[config.mk]
export PLATFORM = sky130hd
export DESIGN_NAME = bcd_countdown_timer
export DESIGN_NICKNAME = d
export VERILOG_FILES = /design/src/rtl/bcd_countdown_timer.sv
export SDC_FILE = /design/constraint.sdc
export NUM_CORES = 1
export LEC_CHECK = 0
export ABC_AREA = 1
export CORE_MARGIN = 3
export CORE_UTILIZATION = 46
export CTS_CLUSTER_DIAMETER = 150
export DETAILED_ROUTE_END_ITERATION = 16
export PLACE_DENSITY = 0.83
export SYNTH_ARGS = -nofsm -noshare
export SYNTH_HDL_FRONTEND = slang
export SYNTH_SLANG_ARGS = --single-unit
[constraint.sdc]
create_clock -name clk -period 1.65 [get_ports clk]
set_input_delay 0.495 -clock clk [delete_from_list [all_inputs] [get_ports clk]]
set_output_delay 0.495 -clock clk [all_outputs]
set_load 0.05 [all_outputs]
[src/rtl/bcd_countdown_timer.sv]
// Multi-digit BCD down-counter with borrow chain, start/pause control and expiry flag.
// Counts down one unit per tick while running and stops at zero; never wraps.
module bcd_countdown_timer #(
  parameter int DIGITS = 4
) (
  input  logic                clk,
  input  logic                reset,
  input  logic                load,
  input  logic [4*DIGITS-1:0] load_val,
  input  logic                start,
  input  logic                pause,
  input  logic                tick,
  output logic [4*DIGITS-1:0] q,
  output logic                running,
  output logic                expired,
  output logic                done
);

  localparam int W = 4 * DIGITS;

  typedef enum logic [1:0] {
    IDLE,
    RUN,
    PAUSED,
    DONE
  } state_t;

  state_t         state;
  logic [W-1:0]   q_sanitised;
  logic [W-1:0]   q_decremented;
  logic           q_is_one;
  logic           q_is_zero;

  // Out-of-range preset digits clamp to 9 so the counter never holds a non-BCD digit.
  always_comb begin
    q_sanitised = '0;
    for (int i = 0; i < DIGITS; i++) begin
      q_sanitised[4*i +: 4] = (load_val[4*i +: 4] > 4'd9) ? 4'd9 : load_val[4*i +: 4];
    end
  end

  // Ripple borrow: a digit steps down only when every lower digit is 0, and 0 wraps to 9.
  always_comb begin
    logic borrow;
    borrow        = 1'b1;
    q_decremented = q;
    for (int i = 0; i < DIGITS; i++) begin
      if (borrow) begin
        q_decremented[4*i +: 4] = (q[4*i +: 4] == 4'd0) ? 4'd9 : q[4*i +: 4] - 4'd1;
      end
      borrow = borrow && (q[4*i +: 4] == 4'd0);
    end
  end

  assign q_is_one  = (q == W'(1));
  assign q_is_zero = (q == '0);

  always_ff @(posedge clk) begin
    if (reset) begin
      q     <= '0;
      state <= IDLE;
      done  <= 1'b0;
    end else begin
      done <= 1'b0;
      if (load) begin
        q     <= q_sanitised;
        state <= IDLE;
      end else begin
        case (state)
          IDLE: begin
            if (!pause && start && !q_is_zero) begin
              state <= RUN;
            end
          end
          RUN: begin
            if (pause) begin
              state <= PAUSED;
            end else if (tick) begin
              q <= q_decremented;
              // Reaching zero and flagging expiry happen on the same edge.
              if (q_is_one) begin
                state <= DONE;
                done  <= 1'b1;
              end
            end
          end
          PAUSED: begin
            if (!pause && start) begin
              state <= RUN;
            end
          end
          DONE: begin
            state <= DONE;
          end
          default: begin
            state <= IDLE;
          end
        endcase
      end
    end
  end

  assign running = (state == RUN);
  assign expired = (state == DONE);

endmodule
==> run_results.csv <==
group,metric,value,unit
pwr,p_leak,0.931,nW
global_route,grt_use_met2,0.365,
floorplan,rows,18,
cells_and_area,fin_util,0.778,
setup_path,cp_max_fo,4,
global_route,grt_pass1_wl,6080,µm
cells_and_area,drive_gt1_frac,0.218,
sta,fin_worst_skew,0.0146,ns
cells_and_area,diodes,0,
placed_design,gp_congestion,0.868,
yosys,synth_nets,237,
floorplan,die_h,59.4,µm
yosys,yosys.area_share.xor_xnor,0.00668,
floorplan,coreArea,2590,µm²
setup_path,worst_path_largest_cell_delay,0.39,ns
global_route,grt.overflow.total,0,
yosys,yosys.area_share.simple,0.445,
cts,cts_setup_buffers,0,
sta,relSlewSlack,0.798,
yosys,synth_top_family_by_area,"simple AND/OR/NAND/NOR gates",
route,drtPass1Iterations,4,
yosys,netlist_area,1310,µm²
cts,cts_buffers,3,
global_route,grt_max_degree,17,
yosys,yosysUniqueCellTypes,31,
route,post-route-drc-count,0,
global_route,grt_pass1_vias,1468,
pwr,ir_drop,0.484,mV
route,num_vias,1502,
min_path,hold_class,"flop to flop",
floorplan,dieWidth,59.4,µm
floorplan,start_util,0.506,
route,ant_nets,0,
setup_path,cp-start-kind,"flop",
yosys,ys.flop_type,"dfxtp_1",
cts,cts-root-buf,"clkbuf_4",
global_route,grt_use_total,0.220,
setup_path,arrival,1.06,ns
floorplan,ios,41,
yosys,synth_cells,215,
yosys,synth-seq-cells,19,
yosys,synth_fa_ha_area_frac,0,
cts,htree_levels,1,
route,vias_per_cell,5.07,
pwr,p_per_area,696,nW/µm²
yosys,synthMuxAreaShare,0,
cells_and_area,syn2layout_area_growth,53.6,%
run_status,status,"finished, final reports clean",
setup_path,critPathTopFamily,"flip-flops",
cells_and_area,nets,289,
setup_path,critPathRequiredTime,1.15,ns
setup_path,crit_path_cell_trace,"inv_2, nand2_1, inv_1, buf_12",
cts,numClockSinks,19,
sta,min_period,1.55,ns
global_route,antenna_found_initial,0,
cts,tritoncts,"built",
cts,clock_latency,0.31,ns
sta,finalCritPeriodShare,0.941,
setup_path,critPathSlowestCell,"dfxtp_2",
yosys,synth.avg_cell_area,6.10,µm²
cells_and_area,fin_area,2010,µm²
setup_path,critPathCaptureType,"output port",
sta,maxSlewViolCount,0,
cells_and_area,final_cells,296,
global_route,grt_util_met1,0.295,
route,wl_per_cell,11.9,µm
cells_and_area,fill_cells,209,
yosys,async_flop_share,0,
yosys,yosys_warnings,0,
route,wl,3520,µm
yosys,synth_compound_area_frac,0.142,
run,drv_cap,0,
sta,fmax,0.644,GHz
floorplan,die_area,3530,µm²
sta,setup_viol,0,
cts,max-clock-path-buffers,2,
yosys,synth_edf_count,0,
yosys,yosysSeqAreaShare,0.290,
global_route,busiest_layer,"met2",
placed_design,place_area,1980,µm²
setup_path,critPathKind,"flop to output port",
setup_path,path_buf_inv,3,
placed_design,hpwl,2770,µm
placed_design,dp_cells,292,
global_route,globalRouteMet3Util,0.0327,
sta,rsz0062_at_grt,"no",
route,drt-initial-drc-count,50,
placed_design,numPortBuffers,40,
cts,path_clk_slew,0.13,ns
sta,finalHoldViolations,0,
sta,worstMarginPinSlew,0.302,ns
## synthesized netlist by cell type (all sizes together) (2+ instances only)
library cell	instances	share of area
nand3b	3	0.017
o21ai	16	0.061
a21oi	12	0.049
nand3	13	0.059
inv	28	0.082
nor3	4	0.015
or2	2	0.0095
a21boi	2	0.011
buf	5	0.034
nor2	46	0.15
nand2	59	0.19
dfxtp	19	0.29
## worst reg2reg max path, cell delays in order (launching register included)
cell and delay [ns]:
dfxtp_1 0.42, nor2_2 0.19, nand2_2 0.11, nor2_4 0.17, nand3_4 0.12, nand2_2 0.10, nand2_1 0.05, nand2_1 0.06
nor2_1 0.03
## area by class of cell
class	count	area [µm²]	share of cell area
timing repair buffer	52	681	0.338
clock inverter	1	5.00	0.00248
clock buffer	3	22.5	0.0112
inverter	28	108	0.0534
tap	30	37.5	0.0186
multi-input combinational	163	778	0.386
sequential	19	383	0.190
## path summary, 6_finish.rpt
check	end	start	slack (ns)	cells past startpoint
worst min register to register	state[1]	state[0]	0.51	2
worst min-delay path	state[1]	state[0]	0.51	2
worst max-delay path	running	state[1]	0.1	4
worst max register to register	q[14]	q[4]	0.30	8
## kinds of logic (layout without fill, tap and decap cells)
logic type             count (synthesis)  count (layout)
XOR/XNOR                               1               1
buffers and inverters                 33              84
AO/OA/AOI/OAI                         34              34
AND/OR/NAND/NOR                      128             128
flip-flops                            19              19
## registers in the layout, indices dropped and copies added, names as in the netlist
signal,flops
done,1
q,16
state,2
## per-layer routing
layer  vias up  routed length [µm]
met3         2                 147
met1       691                1690
met5         -                   0
li1        781                   -
met2        28                1660
met4         0                  19
## layout by cell type, fill, tap and decap left out, types with 4 or more instances in the layout
cell type,netlist,routed
nor2_2,5,5
nand2_1,52,52
buf_4,2,12
nand3_1,12,12
inv_1,24,24
nand2_2,6,6
dfxtp_1,19,17
o21ai_0,10,10
buf_12,1,19
nor2_1,39,39
nor3_1,4,4
clkdlybuf4s50_1,0,21
o21ai_1,6,6
a21oi_1,11,11
## through the flow
stage	setup WS (ns)	TNS, ns	hold WS [ns]	power (mW)
after global placement	-0.135	-1.44	0.490	1.14
after CTS	0.0474	0	0.516	1.39
final	0.0970	0	0.510	1.40
after detailed placement	-0.163	-1.79	0.495	1.15
after global routing	0.0102	0	0.525	1.47
after floorplan	0.253	0	0.476	0.886
## report_power, final
part | internal, mW | total [mW] | switching (mW)
logic | 0.274 | 0.595 | 0.321
clock network | 0.0905 | 0.252 | 0.162
registers | 0.493 | 0.554 | 0.0611
total | 0.858 | 1.40 | 0.544
## repair_timing
action,in CTS,in global routing
hold buffers,0,0
gates resized for setup,0,2
setup endpoints to repair,0,1
Power figures use the tool's default switching activity.
